==> config.mk <==
export PLATFORM = sky130hd
export DESIGN_NAME = mux_nx1_pipe
export DESIGN_NICKNAME = d
export VERILOG_FILES = /design/src/rtl/mux_nx1_pipe.sv
export SDC_FILE = /design/constraint.sdc
export NUM_CORES = 1
export LEC_CHECK = 0
export ABC_CLOCK_PERIOD_IN_PS = 7500
export CAP_MARGIN = 40
export CORE_ASPECT_RATIO = 0.9
export CORE_MARGIN = 10
export CORE_UTILIZATION = 44
export CTS_BUF_LIST = sky130_fd_sc_hd__clkbuf_16
export DETAILED_ROUTE_END_ITERATION = 12
export HOLD_SLACK_MARGIN = 0.12
export PLACE_DENSITY_LB_ADDON = 0.15
export RECOVER_POWER = 25
export SLEW_MARGIN = 20
export SYNTH_ARGS = -nofsm -noshare
export SYNTH_HDL_FRONTEND = slang
export SYNTH_SLANG_ARGS = --single-unit
==> constraint.sdc <==
create_clock -name clk -period 7.5 [get_ports clk]
set_input_delay 1.5 -clock clk [delete_from_list [all_inputs] [get_ports clk]]
set_output_delay 1.5 -clock clk [all_outputs]
set_load 0.05 [all_outputs]
==> src/rtl/mux_nx1_pipe.sv <==
// N-input, W-bit select mux with a registered output and a 2-entry skid buffer (valid/ready on both sides).
// Optional macro MUX_SEL_ERR_EN adds out_err (per item) and err_seen (sticky) for selects >= N.
module mux_nx1_pipe #(
  parameter  int W  = 32,
  parameter  int N  = 4,
  localparam int SW = $clog2(N)
) (
  input  logic            clk,
  input  logic            reset,
  input  logic            in_valid,
  output logic            in_ready,
  input  logic [SW-1:0]   sel,
  input  logic [N*W-1:0]  in_data,
  output logic            out_valid,
  input  logic            out_ready,
  output logic [W-1:0]    out_data,
  output logic [SW-1:0]   out_sel
`ifdef MUX_SEL_ERR_EN
  ,
  output logic            out_err,
  output logic            err_seen
`endif
);

  typedef enum logic [1:0] {EMPTY, ONE, TWO} state_e;

  state_e          state_q, state_d;
  logic [W-1:0]    main_data_q, main_data_d;
  logic [SW-1:0]   main_sel_q, main_sel_d;
  logic [W-1:0]    skid_data_q, skid_data_d;
  logic [SW-1:0]   skid_sel_q, skid_sel_d;
  logic            accept, pop;
  logic            ld_main_in, ld_main_skid, ld_skid;
  logic [W-1:0]    mux_data;

  // Selects with no matching input fall through to zero, never X.
  function automatic logic [W-1:0] mux_sel(input logic [N*W-1:0] d, input logic [SW-1:0] s);
    logic [W-1:0] r;
    r = '0;
    for (int k = 0; k < N; k++)
      if (s == SW'(k)) r = d[k*W +: W];
    return r;
  endfunction

  assign in_ready  = (state_q != TWO) & ~reset;
  assign out_valid = (state_q != EMPTY);
  assign out_data  = main_data_q;
  assign out_sel   = main_sel_q;
  assign accept    = in_valid & in_ready;
  assign pop       = out_valid & out_ready;
  assign mux_data  = mux_sel(in_data, sel);

  always_comb begin
    state_d      = state_q;
    ld_main_in   = 1'b0;
    ld_main_skid = 1'b0;
    ld_skid      = 1'b0;
    case (state_q)
      EMPTY: begin
        if (accept) begin
          ld_main_in = 1'b1;
          state_d    = ONE;
        end
      end
      ONE: begin
        if (accept && pop) begin
          ld_main_in = 1'b1;
        end else if (accept) begin
          ld_skid = 1'b1;
          state_d = TWO;
        end else if (pop) begin
          state_d = EMPTY;
        end
      end
      TWO: begin
        if (pop) begin
          ld_main_skid = 1'b1;
          state_d      = ONE;
        end
      end
      default: state_d = EMPTY;
    endcase
  end

  always_comb begin
    main_data_d = main_data_q;
    main_sel_d  = main_sel_q;
    skid_data_d = skid_data_q;
    skid_sel_d  = skid_sel_q;
    if (ld_main_in) begin
      main_data_d = mux_data;
      main_sel_d  = sel;
    end else if (ld_main_skid) begin
      main_data_d = skid_data_q;
      main_sel_d  = skid_sel_q;
    end
    if (ld_skid) begin
      skid_data_d = mux_data;
      skid_sel_d  = sel;
    end
  end

  // Output stage: cleared on reset so a discarded item never shows up on out_data.
  always_ff @(posedge clk) begin
    if (reset) begin
      state_q     <= EMPTY;
      main_data_q <= '0;
      main_sel_q  <= '0;
    end else begin
      state_q     <= state_d;
      main_data_q <= main_data_d;
      main_sel_q  <= main_sel_d;
    end
  end

  // Skid contents are only meaningful in TWO, so they need no reset.
  always_ff @(posedge clk) begin
    skid_data_q <= skid_data_d;
    skid_sel_q  <= skid_sel_d;
  end

`ifdef MUX_SEL_ERR_EN
  logic mux_oob;
  logic main_err_q, main_err_d;
  logic skid_err_q, skid_err_d;
  logic err_seen_q, err_seen_d;

  function automatic logic sel_oob(input logic [SW-1:0] s);
    logic r;
    r = 1'b1;
    for (int k = 0; k < N; k++)
      if (s == SW'(k)) r = 1'b0;
    return r;
  endfunction

  assign mux_oob  = sel_oob(sel);
  assign out_err  = main_err_q;
  assign err_seen = err_seen_q;

  always_comb begin
    main_err_d = main_err_q;
    skid_err_d = skid_err_q;
    err_seen_d = err_seen_q | (accept & mux_oob);
    if (ld_main_in)        main_err_d = mux_oob;
    else if (ld_main_skid) main_err_d = skid_err_q;
    if (ld_skid)           skid_err_d = mux_oob;
  end

  always_ff @(posedge clk) begin
    if (reset) begin
      main_err_q <= 1'b0;
      skid_err_q <= 1'b0;
      err_seen_q <= 1'b0;
    end else begin
      main_err_q <= main_err_d;
      skid_err_q <= skid_err_d;
      err_seen_q <= err_seen_d;
    end
  end
`endif

endmodule

**Word-level counts from Yosys, hierarchy flattened**

Cells that the tools add are included.

- Add/subtract/negate cells: 0
- Multiply operators: 0
- Div/mod/pow operators: 0
- $lt $le $gt $ge: 0
- Equal/unequal tests: 10
- Shifts and indexed selects: 0
- Muxes and demuxes: 21
- Bitwise gates (word level): 4
- Reduce and logical (&&, ||, !) cells: 6

Operator list:

| kind | number |
|---|---|
| 32-bit 2-to-1 mux | 6 |
| 2-bit 2-to-1 mux | 7 |
| 2-bit inequality test, second input constant | 4 |
| 2-bit equality test, second input constant | 3 |
| 1-bit 2-to-1 mux | 6 |
| 2-bit case mux with 3 select lines | 1 |
| 2-bit by 1-bit equality test with 1-bit output, second input constant | 2 |
| 2-bit zero test | 2 |
| 4-bit AND reduction | 1 |
| 2-bit nonzero test | 2 |
| 1-bit bitwise AND | 3 |
| 3-bit inequality test, second input constant | 1 |
| 1-bit case mux with 2 select lines | 1 |
| 1-bit logical AND | 1 |
| 1-bit inverter | 1 |

- Register bits after elaboration: 70
- Bits in latches: 0
- Bits in writable memories: 0
- Memory bits (read-only): 0
- Logic and storage cells: 46
- Memories kept: 0

**Depth between registers and ports, before layout**

Gate-level depths: netlist (run 1).

- Word-level depth: 7
- Mapped depth: 6
- Gate-level depth less buffers: 3

**Worst setup path after synthesis (run 1)**

OpenSTA, ideal clock, no wires.

- Kind: input to output
- From: in reset
- To: out in_ready
- Arrival time: 2557 ps
- Data required time: 6000 ps
- Path slack: 3443 ps
- Stages: 3
- Path buffers: 2
- Path through: clkbuf_1 buf_1 nor2_1

- Cells in the longest elaborated chain, start to end: 2

Ends and longest elaborated chain:

| item | RTL line | RTL |
|---|---|---|
| from (decl) | 9 | `input logic reset,` |
| 1-bit inverter | 45 | `assign in_ready = (state_q != TWO) & ~reset;` |
| 1-bit bitwise AND | 45 |  |
| to (decl) | 11 | `output logic in_ready,` |

Every way passes these cells.

**Final worst setup path (run 1)**

Ends and elaborated chain as after synthesis.

==> impl_metrics.py, run 1 <==
metrics = {
    "clock_network": {
        "cts_hold_buffers": 0,
        "cts.sinks": 70,
        "post_cts_buffers": 0,
        "tritoncts": "done",
        "numCtsBuffers": 9,
        "cts_buffer_depth": 2,
        "cts_root_buffer": "clkbuf_16",
        "cts_resized": 0,
        "cts.htree.levels": 3,
        "clkLatencyLatePin_ns": 0.33,
        "clk_pin_slew_ns": 0.05,
    },
    "detailed_routing": {
        "drt-total-wl_um": 10400,
        "drcViolationCount": 0,
        "first_iter_violations": 152,
        "drtAntennaViolNets": 0,
        "viasPerCell": 5.65,
        "vias": 2893,
        "drtPass1Iterations": 4,
        "wl_per_cell_um": 20.3,
    },
    "setup_path": {
        "cp.required_ns": 6.00,
        "worstPathArrival_ns": 2.92,
        "r2r-start": "state_q[1]$_SDFFE_PP0P_",
        "worst-setup-path-type": "in -> out",
        "reg2reg_setup_slack_ns": 5.51,
        "path_buf_inv": 2,
        "setup.worst_path.start": "reset",
        "path_cells": "buf_2 -> nor2_1 -> clkdlybuf4s50_1",
        "worstSetupEndpointType": "primary output",
        "cp_slowest_cell": "clkdlybuf4s50_1",
        "critPathMaxStageDelay_ns": 0.73,
        "crit_fanout": 39,
        "cp_top_family": "buffers and inverters",
        "timing.rr.end": "out_data[27]$_SDFFE_PP0P_",
        "crit_path_start_kind": "primary input",
        "reg2regPathDepth": 4,
    },
    "worst_hold_path": {
        "hp-class": "reg -> reg",
        "hp-start": "out_sel[0]$_SDFFE_PP0P_",
        "whs_endpoint": "out_sel[0]$_SDFFE_PP0P_",
        "min_path_cells": 2,
    },
    "sta": {
        "fin_crit_ns": 4.42,
        "setup_viol": 0,
        "drv_slew": 35,
        "relSlewSlack": -0.337,
        "worst_slew_pin_slew_ns": 2.00,
        "fmax_ghz": 0.226,
        "fin_hold_ws_ns": 0.499,
        "setup_ws_ns": 3.08,
        "rsz0062_at_grt": "no",
        "skew_ns": 0.00451,
        "final.period_utilization": 0.589,
        "finalSetupTns_ns": 0,
        "hold_viol_final": 0,
    },
    "global_routing": {
        "grt_overflow": 0,
        "globalRouteTotalUtil": 0.171,
        "grt_pass1_wl_um": 16500,
        "grt_pass1_vias": 3223,
        "grt_max_degree": 40,
        "antenna_found_initial": 0,
    },
    "power": {
        "leakagePower_nw": 1.96,
        "p_per_area_nw_per_um2": 203,
        "power_mw": 1.12,
        "ir_drop_uv": 107,
    },
    "final_layout": {
        "nets": 545,
        "layout_commonest_cell": "clkdlybuf4s50_1",
        "area_growth_pct": 56.7,
        "multi_input_area_um2": 1520,
        "n_fill_cell": 539,
        "final_core_util": 0.720,
        "fin_cells": 512,
        "ff_latch_area_um2": 1740,
        "finalInstanceArea_um2": 5520,
        "drive_gt1_frac": 0.135,
        "layout_common_cells": "165 x clkdlybuf4s50_1, 36 x dfxtp_1, 34 x edfxtp_1, 30 x a21oi_1, 29 x mux4_2",
        "diodes": 0,
    },
    "floorplanning": {
        "ios": 170,
        "die_w_um": 114,
        "rows": 30,
        "start_util": 0.460,
        "core_region_area_um2": 7660,
        "die_area_um2": 12000,
        "die-height_um": 105,
    },
    "synth": {
        "netlist_area_um2": 3520,
        "synth-seq-area-share": 0.495,
        "ys_types": 33,
        "synth_edf_count": 34,
        "yosys_warnings": 0,
        "synth-async-reset-ratio": 0,
        "muxShareOfSynthArea": 0.222,
        "ys_seq_elements": 70,
        "synth_compound_area_frac": 0.162,
        "synth_xor_area_frac": 0,
        "synth_top_family_by_area": "multiplexers",
        "synth_fp_nets": 386,
        "synthCells": 252,
        "synth_flop_cell": "dfxtp_1",
        "yosys.area_share.simple": 0.0451,
        "syn_area_per_cell_um2": 14.0,
        "synth_fa_ha_area_frac": 0,
    },
    "place": {
        "numPortBuffers": 169,
        "placed_cell_area_um2": 5210,
        "place_ws_ns": 3.07,
        "gp_congestion": 0.779,
        "dp_hpwl_um": 7810,
        "dp.cells": 496,
    },
    "run": {
        "max_cap_viol_count": 1,
    },
    "status": {
        "violations": "capacitance limit, slew limit",
        "status": "finished with violations",
    },
}
[state kept, by name (all words and copies together) (netlist names)]
register	flops
out_data	32
out_sel	2
skid_data_q	32
skid_sel_q	2
state_q	2
[cells by family after synthesis]
family,after synthesis
AOI/OAI and AO/OA,72
DFF,70
and+or+nand+nor,26
buffers and inverters,47
muxes,37
[worst reg2reg max path, cell delays in order, from the launching register on]
cell	delay, ns
dfxtp_1	0.51
and3b_1	0.61
buf_4	0.38
mux2i_1	0.25
a211oi_1	0.09
[Yosys cell counts, drive strengths merged (2+ instances only)]
library cell  number  area [um^2]
o221a             22          248
nor2b              2         12.5
nor2               3         11.3
a211oi             4         30.0
mux2i              5         50.1
clkbuf             7         27.5
buf               18          158
or3b               2         20.0
a311oi             2         17.5
mux4              32          732
edfxtp            34         1020
dfxtp             36          721
a21oi             30          150
a32oi              6         52.6
inv               22         82.6
nand2              6         25.0
o211ai             6         45.0
nor3               7         35.0
[final cells by class]
cell class                      instances  area share
Sequential cell                        70       0.316
Timing Repair Buffer                  173       0.315
Multi-Input combinational cell        135       0.275
Clock inverter                          7      0.0163
Clock buffer                            9      0.0408
Inverter                               22      0.0150
Tap cell                               96      0.0218
[report_power, final]
group          total, mW  switching (mW)  internal, mW
Sequential         0.432         0.00978         0.422
Combinational      0.244           0.115         0.130
Clock              0.442           0.153         0.289
Total               1.12           0.277         0.841
[worst max path at each step]
stage	endpoint	slack, ns	cells after the start
after floorplan	in_ready	3.44	3
after global placement	in_ready	3.08	3
after detailed placement	in_ready	3.07	3
after CTS	in_ready	3.07	3
after global routing	in_ready	2.99	3
final	in_ready	3.08	3
[layer usage]
metal  up-vias  routed length (um)  GRT usage
met5         -                   0          0
met4         0                 118     0.0510
met3        15                 993     0.0738
met2       138                5390      0.292
met1      1405                3890      0.186
li1       1335                   -          -
Note: power is estimated with default switching activity, not from simulation.
==> run 2: changes to the inputs <==
Settings changed: ABC_CLOCK_PERIOD_IN_PS 7500 to 4000, CORE_UTILIZATION 44 to 37.
Clock period 7.5 ns to 4 ns, I/O delays scaled along.
==> impl_metrics.py, run 2 (synthesized netlist as in run 1, its figures left out) <==
metrics = {
    "status": {
        "status": "finished with violations",
        "violations": "capacitance limit",
    },
    "detailed_routing": {
        "drtAntennaViolNets": 0,
        "wl_per_cell_um": 19.7,
        "drtPass1Iterations": 5,
        "first_iter_violations": 164,
        "viasPerCell": 5.25,
        "drt-total-wl_um": 10600,
        "vias": 2823,
        "drcViolationCount": 0,
    },
    "sta": {
        "hold_viol_final": 0,
        "finalSetupTns_ns": 0,
        "relSlewSlack": 0.00310,
        "skew_ns": 0.00341,
        "rsz0062_at_grt": "no",
        "setup_viol": 0,
        "fmax_ghz": 0.330,
        "setup_ws_ns": 0.966,
        "worst_slew_pin_slew_ns": 1.50,
        "fin_crit_ns": 3.03,
        "drv_slew": 0,
        "final.period_utilization": 0.759,
    },
    "floorplanning": {
        "rows": 33,
        "die_area_um2": 13800,
        "die-height_um": 113,
        "die_w_um": 123,
        "ios": 170,
        "core_region_area_um2": 9210,
        "start_util": 0.382,
    },
    "global_routing": {
        "grt_max_degree": 40,
        "grt_pass1_vias": 3069,
        "globalRouteTotalUtil": 0.153,
        "top_usage_layer": "met2",
        "grt_use_met1": 0.177,
        "grt_util_met2": 0.253,
        "antenna_found_initial": 0,
        "grtUsageMet3": 0.0656,
        "grt_pass1_wl_um": 16600,
        "grt_overflow": 0,
    },
    "place": {
        "dp_hpwl_um": 7980,
        "numPortBuffers": 169,
        "place_ws_ns": 0.947,
        "placed_cell_area_um2": 5190,
        "gp_congestion": 0.793,
    },
    "final_layout": {
        "finalInstanceArea_um2": 5530,
        "layout_commonest_cell": "clkdlybuf4s50_1",
        "final_core_util": 0.600,
        "nets": 545,
        "diodes": 0,
        "n_fill_cell": 757,
        "layout_common_cells": "156 x clkdlybuf4s50_1, 36 x dfxtp_1, 34 x edfxtp_1, 30 x a21oi_1, 29 x mux4_2",
        "drive_gt1_frac": 0.132,
        "area_growth_pct": 57.0,
    },
    "clock_network": {
        "post_cts_buffers": 0,
        "cts.sinks": 70,
        "cts_resized": 0,
        "cts.htree.levels": 3,
        "cts_hold_buffers": 0,
        "numCtsBuffers": 9,
        "cts_root_buffer": "clkbuf_16",
        "tritoncts": "done",
        "cts_buffer_depth": 2,
        "clk_pin_slew_ns": 0.05,
        "clkLatencyLatePin_ns": 0.32,
    },
    "power": {
        "leakagePower_nw": 1.99,
        "p_per_area_nw_per_um2": 376,
        "power_mw": 2.08,
        "ir_drop_uv": 212,
    },
    "setup_path": {
        "cp.required_ns": 3.20,
        "worstPathArrival_ns": 2.23,
        "reg2reg_setup_slack_ns": 1.94,
        "critPathMaxStageDelay_ns": 0.73,
        "worst-setup-path-type": "in -> out",
        "cp_slowest_cell": "clkdlybuf4s50_1",
        "path_cells": "buf_2 -> nor2_1 -> clkdlybuf4s50_1",
        "worstSetupEndpointType": "primary output",
        "crit_fanout": 39,
        "crit_path_start_kind": "primary input",
    },
    "worst_hold_path": {
        "hp-class": "reg -> reg",
    },
    "run": {
        "max_cap_viol_count": 1,
    },
}
run 2: final timing paths:
check / endpoint / start / cells after the start
setup reg to reg: skid_data_q[30]$_DFFE_PP_ / state_q[1]$_SDFFE_PP0P_ / 3
setup / recovery: in_ready / reset / 3
hold / removal: out_data[25]$_SDFFE_PP0P_ / out_data[25]$_SDFFE_PP0P_ / 2
hold reg to reg: out_data[25]$_SDFFE_PP0P_ / out_data[25]$_SDFFE_PP0P_ / 2
run 2: layer usage:
layer	up-vias	part of all wire
li1	1333	-
met1	1367	0.40
met2	118	0.50
met3	5	0.095
met4	0	0.0059
met5	-	0
run 2: area by class of cell:
| class | instances | area, um^2 | area share |
|---|---|---|---|
| Clock buffer | 9 | 225 | 0.0408 |
| Clock inverter | 7 | 81.3 | 0.0147 |
| Inverter | 22 | 82.6 | 0.0149 |
| Multi-Input combinational cell | 135 | 1520 | 0.275 |
| Sequential cell | 70 | 1740 | 0.315 |
| Tap cell | 122 | 153 | 0.0276 |
| Timing Repair Buffer | 173 | 1720 | 0.312 |
run 2: critical path: cells and delay by family:
| kind | cells | cell delay (ns) |
|---|---|---|
| and+or+nand+nor | 1 | 0.11 |
| buffers and inverters | 2 | 1.32 |
run 2: through the flow:
| stage | instances | hold WS, ns |
|---|---|---|
| 4_1_cts | 537 | 0.491 |
| 2_1_floorplan | 252 | 0.500 |
| 5_1_grt | 538 | 0.524 |
| 3_3_place_gp | 521 | 0.475 |
| 6_report | 538 | 0.489 |
| 3_5_place_dp | 521 | 0.485 |
run 2: power breakdown:
group / internal [mW] / switching [mW]
combinational: 0.239 / 0.216
sequential: 0.791 / 0.0180
clock: 0.536 / 0.278
total: 1.57 / 0.512
